--- src/rtl/program_counter.sv ---
// Program-counter stage: forms next PC from base/offset selects, holds PC, PC_A
// and a one-deep interrupt return address, and sequences single-level interrupt entry/return.
module program_counter #(
  parameter int               WIDTH        = 16,
  parameter logic [WIDTH-1:0] RESET_VECTOR = 16'h0000,
  parameter logic [WIDTH-1:0] INT_VECTOR   = 16'h0004
) (
  input  logic             CLK,
  input  logic             RESET_N,
  input  logic [1:0]       PC_OFFSETX,
  input  logic [1:0]       PC_BASEX,
  input  logic [WIDTH-1:0] DIN,
  input  logic             PC_LD_EN,
  input  logic             PC_A_LD,
  input  logic             INT_REQ,
  input  logic             INT_EN,
  input  logic             RETI,
  output logic [WIDTH-1:0] PC,
  output logic [WIDTH-1:0] PC_A,
  output logic [WIDTH-1:0] PC_NEXT,
  output logic             IN_ISR,
  output logic             INT_ACK
);

  typedef enum logic [0:0] {
    ST_RUN = 1'b0,
    ST_ISR = 1'b1
  } state_t;

  localparam logic [WIDTH-1:0] ZERO_C  = {WIDTH{1'b0}};
  localparam logic [WIDTH-1:0] TWO_C   = {{(WIDTH-2){1'b0}}, 2'b10};
  localparam logic [WIDTH-1:0] ALIGN_C = {{(WIDTH-1){1'b1}}, 1'b0};

  state_t           state_r;
  logic [WIDTH-1:0] pc_r;
  logic [WIDTH-1:0] pc_a_r;
  logic [WIDTH-1:0] saved_r;
  logic             in_isr_r;
  logic             int_ack_r;
  logic [WIDTH-1:0] base_s;
  logic [WIDTH-1:0] offset_s;
  logic [WIDTH-1:0] sum_s;
  logic [WIDTH-1:0] pc_next_s;

  // Base/offset selection and halfword-aligned sum; wraps modulo 2^WIDTH.
  always_comb begin
    base_s   = ZERO_C;
    offset_s = ZERO_C;
    case (PC_BASEX)
      2'b00:   base_s = pc_a_r;
      2'b01:   base_s = ZERO_C;
      2'b10:   base_s = pc_r;
      default: base_s = ZERO_C;
    endcase
    case (PC_OFFSETX)
      2'b00:   offset_s = ZERO_C;
      2'b01:   offset_s = TWO_C;
      2'b10:   offset_s = DIN;
      default: offset_s = ZERO_C;
    endcase
    sum_s     = base_s + offset_s;
    pc_next_s = sum_s & ALIGN_C;
  end

  // PC, PC_A, return address and interrupt sequencing state.
  always_ff @(posedge CLK or negedge RESET_N) begin
    if (!RESET_N) begin
      state_r   <= ST_RUN;
      pc_r      <= RESET_VECTOR;
      pc_a_r    <= RESET_VECTOR;
      saved_r   <= ZERO_C;
      in_isr_r  <= 1'b0;
      int_ack_r <= 1'b0;
    end else begin
      int_ack_r <= 1'b0;
      if (PC_A_LD) begin
        pc_a_r <= pc_r;
      end
      if (PC_LD_EN) begin
        case (state_r)
          ST_RUN: begin
            if (RETI) begin
              pc_r <= pc_next_s;
            end else if (INT_REQ && INT_EN) begin
              saved_r   <= pc_next_s;
              pc_r      <= INT_VECTOR;
              in_isr_r  <= 1'b1;
              int_ack_r <= 1'b1;
              state_r   <= ST_ISR;
            end else begin
              pc_r <= pc_next_s;
            end
          end
          ST_ISR: begin
            // No nesting: INT_REQ is not looked at while in the handler.
            if (RETI) begin
              pc_r     <= saved_r;
              in_isr_r <= 1'b0;
              state_r  <= ST_RUN;
            end else begin
              pc_r <= pc_next_s;
            end
          end
          default: begin
            state_r  <= ST_RUN;
            in_isr_r <= 1'b0;
            pc_r     <= pc_next_s;
          end
        endcase
      end
    end
  end

  assign PC      = pc_r;
  assign PC_A    = pc_a_r;
  assign PC_NEXT = pc_next_s;
  assign IN_ISR  = in_isr_r;
  assign INT_ACK = int_ack_r;

endmodule

--- config.mk ---
export PLATFORM = sky130hd
export DESIGN_NAME = program_counter
export DESIGN_NICKNAME = d
export VERILOG_FILES = /design/src/rtl/program_counter.sv
export SDC_FILE = /design/constraint.sdc
export NUM_CORES = 1
export LEC_CHECK = 0
export ABC_CLOCK_PERIOD_IN_PS = 3400
export CORE_MARGIN = 2
export CORE_UTILIZATION = 49
export DETAILED_ROUTE_END_ITERATION = 6
export PLACE_DENSITY = 0.8
export SYNTH_ARGS = -nofsm -noshare
export SYNTH_HDL_FRONTEND = slang
export SYNTH_SLANG_ARGS = --single-unit
--- constraint.sdc ---
create_clock -name CLK -period 3.4 [get_ports CLK]
set_input_delay 0.51 -clock CLK [delete_from_list [all_inputs] [get_ports CLK]]
set_output_delay 0.51 -clock CLK [all_outputs]
set_load 0.01 [all_outputs]
## Word level (Yosys, flattened, before mapping)

Cells that the tools add are included.

| operators by class | value |
|---|---|
| $add $sub $neg | 1 |
| equality and inequality tests | 6 |
| multiplexer cells | 16 |
| bitwise operators | 2 |
| reduce and logical (&&, ||, !) cells | 4 |

Operator list:

| operator | count |
|---|---|
| $pmux 16 s2 | 3 |
| $mux 16 | 3 |
| $add 16x16->16 | 1 |
| $mux 1 | 8 |
| $reduce_and 4->1 | 2 |
| $ne 2x2->1 const B | 3 |
| $eq 2x2->1 const B | 2 |
| $pmux 1 s2 | 2 |
| $eq 2x1->1 const B | 1 |
| $logic_not 2->1 | 1 |
| $not 1->1 | 2 |
| $logic_and 1x1->1 | 1 |

| word-level totals | value |
|---|---|
| flip-flop bits (word level) | 50 |
| bits of input ports | 27 |
| output and inout bits | 50 |

## Longest topological paths before layout

| depth | value |
|---|---|
| depth after elaboration | 6 |
| depth in mapped cells | 13 |
| depth with buffers taken out | 13 |

## Worst setup path before layout

OpenSTA, ideal clock, no wires.

| timing path | value |
|---|---|
| path type | input port to output port |
| start point | in PC_BASEX[1] |
| end point | out PC_NEXT[14] |
| data arrival time | 2.634 ns |
| required time | 2.890 ns |
| slack | 0.256 ns |
| stages | 11 |
| buffers on the path | 2 |
| path through | buf_2 buf_2 mux2i_1 nor2_1 ha_1 a21o_1 a31oi_1 o21ai_0 a211oi_2 xor2_1 inv_1 |

| on the way | value |
|---|---|
| longest elaborated chain between the ends | 3 |
| elaborated cells between the ends (all ways) | 4 |
| classes of those cells | add/sub: 1; eq/ne: 1; mux: 1; reduce/logical: 1 |

RTL lines:

| item | RTL line | text |
|---|---|---|
| start, declared | 11 | `input logic [1:0] PC_BASEX,` |
| $eq 2x2->1 or $logic_not 2->1 (tied branches) | 49 | `case (PC_BASEX)` |
| $pmux 16 s2 * | 49 |  |
| $add 16x16->16 * | 61 | `sum_s = base_s + offset_s;` |
| end, declared | 20 | `output logic [WIDTH-1:0] PC_NEXT,` |

Mark *: on every way between the ends. The rest lies on a longest branch, timed or not.

## Worst setup path in the final report

| timing path | value |
|---|---|
| start point | in PC_BASEX[1] |
| end point | out PC_NEXT[12] |

The elaborated chain is that of the path after synthesis.

==> results.sh <==
export IMPL_fin_crit_sh_pct=99.0
export IMPL_grt_pass1_wl_mm=15.9
export IMPL_cp_depth=14
export IMPL_routed_via_density=5.95
export IMPL_finalCriticalPeriod_ps=3370
export IMPL_p_per_area_nw_per_um2=493
export IMPL_synth_simple_area_share_pct=16.3
export IMPL_cp_cell_sequence="buf_2, bufbuf_16, buf_8, mux2i_2, nor2_2, ha_4, a21o_1, a31oi_4, o21ai_1, a21oi_2, o31ai_2, buf_4, inv_1, buf_2"
export IMPL_synth_distinct_cells=40
export IMPL_critical_path_top_delay_family="compound AO/OA/AOI/OAI gates"
export IMPL_wl_mm=11.2
export IMPL_syn_to_final_growth_pct=60.2
export IMPL_num_vias=3250
export IMPL_drt_pre_antenna_iters=5
export IMPL_slew_limit_headroom_pct=29.5
export IMPL_crit_start="PC_BASEX[1]"
export IMPL_cp_end_kind="primary output"
export IMPL_ys_seq_area_share_pct=40.2
export IMPL_ff2ff_path_depth=14
export IMPL_fin_worst_skew_ps=11.3
export IMPL_grt_max_degree=49
export IMPL_max_slew_worst_pin_slew_ps=1060
export IMPL_combPwrFrac_pct=45.9
export IMPL_cell_internal_pwr_w=0.00154
export IMPL_pin_count=77
export IMPL_yosysWarnings=0
export IMPL_final_fill_count=321
export IMPL_crit_type="input pin to primary output"
export IMPL_hpwl_mm=6.35
export IMPL_hold_class="input pin to async pin"
export IMPL_synth_top_area_share_pct=40.2
export IMPL_path_buf_inv=6
export IMPL_fin_area_um2=4790
export IMPL_netlist_top_cells_count="48 x dfrtp_1, 43 x nand2_1, 36 x nor2_1"
export IMPL_p_sw_share_pct=34.6
export IMPL_stdcell_count=546
export IMPL_crit_fanout=5
export IMPL_synth_top_family_by_area="simple AND/OR/NAND/NOR gates"
export IMPL_drive_above_1_share_pct=37.2
export IMPL_required_ps=2890
export IMPL_die_x_um=82.1
export IMPL_drt_initial_drc_count=366
export IMPL_antenna_found_initial=0
export IMPL_async_reset_ff_share_pct=100
export IMPL_p_switching_w=0.000815
export IMPL_grt_setup_unrepaired="yes"
export IMPL_hold_ws_ps=389
export IMPL_final_nets=514
export IMPL_max_cap_viol_count=0
export IMPL_yosys_area_top_type="dfrtp_1"
export IMPL_grtUsageTotal_pct=32.2
export IMPL_rows=28
export IMPL_synth_cells=328
export IMPL_fp_dieH_um=82.1
export IMPL_gp_congestion=0.869
export IMPL_antenna_left=0
export IMPL_clk_latency_ps=310
export IMPL_wl_per_cell_um=20.6
export IMPL_dieArea_um2=6740
export IMPL_outcome="completed"
export IMPL_finalHoldViolations=0
export IMPL_clock_path_buffers=2
export IMPL_cts_root_buf="clkbuf_8"
export IMPL_p_clk_share_pct=19.6
export IMPL_yosys_register_bits=48
export IMPL_path_clk_slew_ps=80
export IMPL_synth_fa_ha_area_share_pct=7.37
export IMPL_power_leakage_nw=2.26
export IMPL_syn_avg_cell_area_um2=9.11
export IMPL_synth_xor_area_share_pct=2.93
export IMPL_slowest_stage="bufbuf_16"
export IMPL_placed_cell_area_um2=4090
export IMPL_place_port_buffers=72
export IMPL_ys_flop_type="dfrtp_1"
export IMPL_critical_path_most_common_cell="buf_2"
export IMPL_gr_total_overflow=0
export IMPL_finish_utilization_pct=80.8
export IMPL_synth_area_leaders="dfrtp_1 40%, mux2_2 6.8%, ha_1 6.7%"
export IMPL_r2r_start="PC[2]"
export IMPL_drcViolationCount=0
export IMPL_cp_arrival_ps=2860
export IMPL_coreArea_um2=5920
export IMPL_diodes=0
export IMPL_syn_cell_area_um2=2990
export IMPL_postCtsHoldBufs=0
export IMPL_vdd_drop_max_mv=0.477
export IMPL_slowest_delay_ps=280
export IMPL_synthMostInstantiatedCell="dfrtp_1"
export IMPL_clkSinkCount=48
export IMPL_numCtsBuffers=5
export IMPL_cts_tree="built"
export IMPL_setup_viol=0
export IMPL_placed_cells_incl_taps=505
export IMPL_synth_compound_area_share_pct=15.4
export IMPL_first_global_vias=3063
export IMPL_synth_area_mux_share_pct=12.5
export IMPL_max_freq_mhz=297
export IMPL_power_frac_seq_pct=34.6
export IMPL_drv_slew=0
export IMPL_start_util_pct=50.4
export IMPL_synth_edf_count=0
export IMPL_cts_max_level=2
export IMPL_setup_worst_path_start_class="input pin"
routing by layer:
metal | GRT usage, % | vias to the layer above | share of wire (%)
met4 | 13.3 | 0 | 5.5
li1 | - | 1404 | -
met2 | 56.6 | 190 | 51
met3 | 6.04 | 70 | 6.4
met5 | 0 | - | 0
met1 | 38.5 | 1586 | 37
kinds of logic after synthesis:
kind of cell / after synthesis
flip-flops: 48
XOR/XNOR: 10
multiplexers: 35
buffers and inverters: 36
adder cells (fa/ha/maj): 17
AND/OR/NAND/NOR: 110
other: 1
AO/OA/AOI/OAI: 71
final timing paths:
kind / slack, ps / to
min in group CLK: 490 / saved_r[12]
min reg2reg: 490 / saved_r[12]
max: 30 / PC_NEXT[12]
max reg2reg: 330 / PC[9]
max in group asynchronous: 2360 / saved_r[8]
min: 390 / PC_A[9]
power groups by stage:
stage / sequential (W) / clock, W / combinational (W)
2_1_floorplan: 0.000816 / 0 / 0.000358
3_3_place_gp: 0.000798 / 0 / 0.000834
3_5_place_dp: 0.000805 / 0 / 0.000865
4_1_cts: 0.000796 / 0.000455 / 0.000983
5_1_grt: 0.000826 / 0.000485 / 0.00114
6_report: 0.000816 / 0.000461 / 0.00108
what timing repair did:
item | in CTS | in global routing
pin swaps | 24 | 20
cloned | 1 | 0
setup buffers | 26 | 6
resized for setup | 81 | 30
endpoints found under the setup margin | 13 | 11
flip-flops by register name, indices dropped and copies added (netlist names):
signal and flops:
IN_ISR 1, saved_r 15, PC 15, PC_A 15, state_r 1, INT_ACK 1
metrics by stage:
stage / setup slack (ps) / total power [W] / TNS (ps)
2_1_floorplan: 256 / 0.00117 / 0
3_3_place_gp: -680 / 0.00163 / -6670
3_5_place_dp: -739 / 0.00167 / -7500
4_1_cts: 22.5 / 0.00223 / 0
5_1_grt: -24.9 / 0.00245 / -44.2
6_report: 33.6 / 0.00236 / 0
layout make-up:
class                           count  area [um^2]  share of cell area (%)
Multi-Input combinational cell    246         1970                    41.2
Timing Repair Buffer              155         1340                    28.0
Sequential cell                    48         1200                    25.1
Clock buffer                        7         96.3                    2.01
Tap cell                           75         93.8                    1.96
Inverter                           14         52.6                    1.10
Clock inverter                      1         30.0                   0.627
cells in the final DEF, fill, tap and decap left out, types with 8 or more instances in the layout:
cell / Yosys / final
clkdlybuf4s50_1: 0 / 55
nand2_1: 43 / 42
mux2i_1: 17 / 11
dfrtp_1: 48 / 48
buf_2: 6 / 9
a21oi_1: 22 / 17
buf_4: 3 / 79
mux2_2: 18 / 18
ha_4: 0 / 8
nor2_1: 36 / 28
and2_1: 13 / 11
o21ai_0: 14 / 10
inv_1: 14 / 13
(Power assumes the default switching activity.)
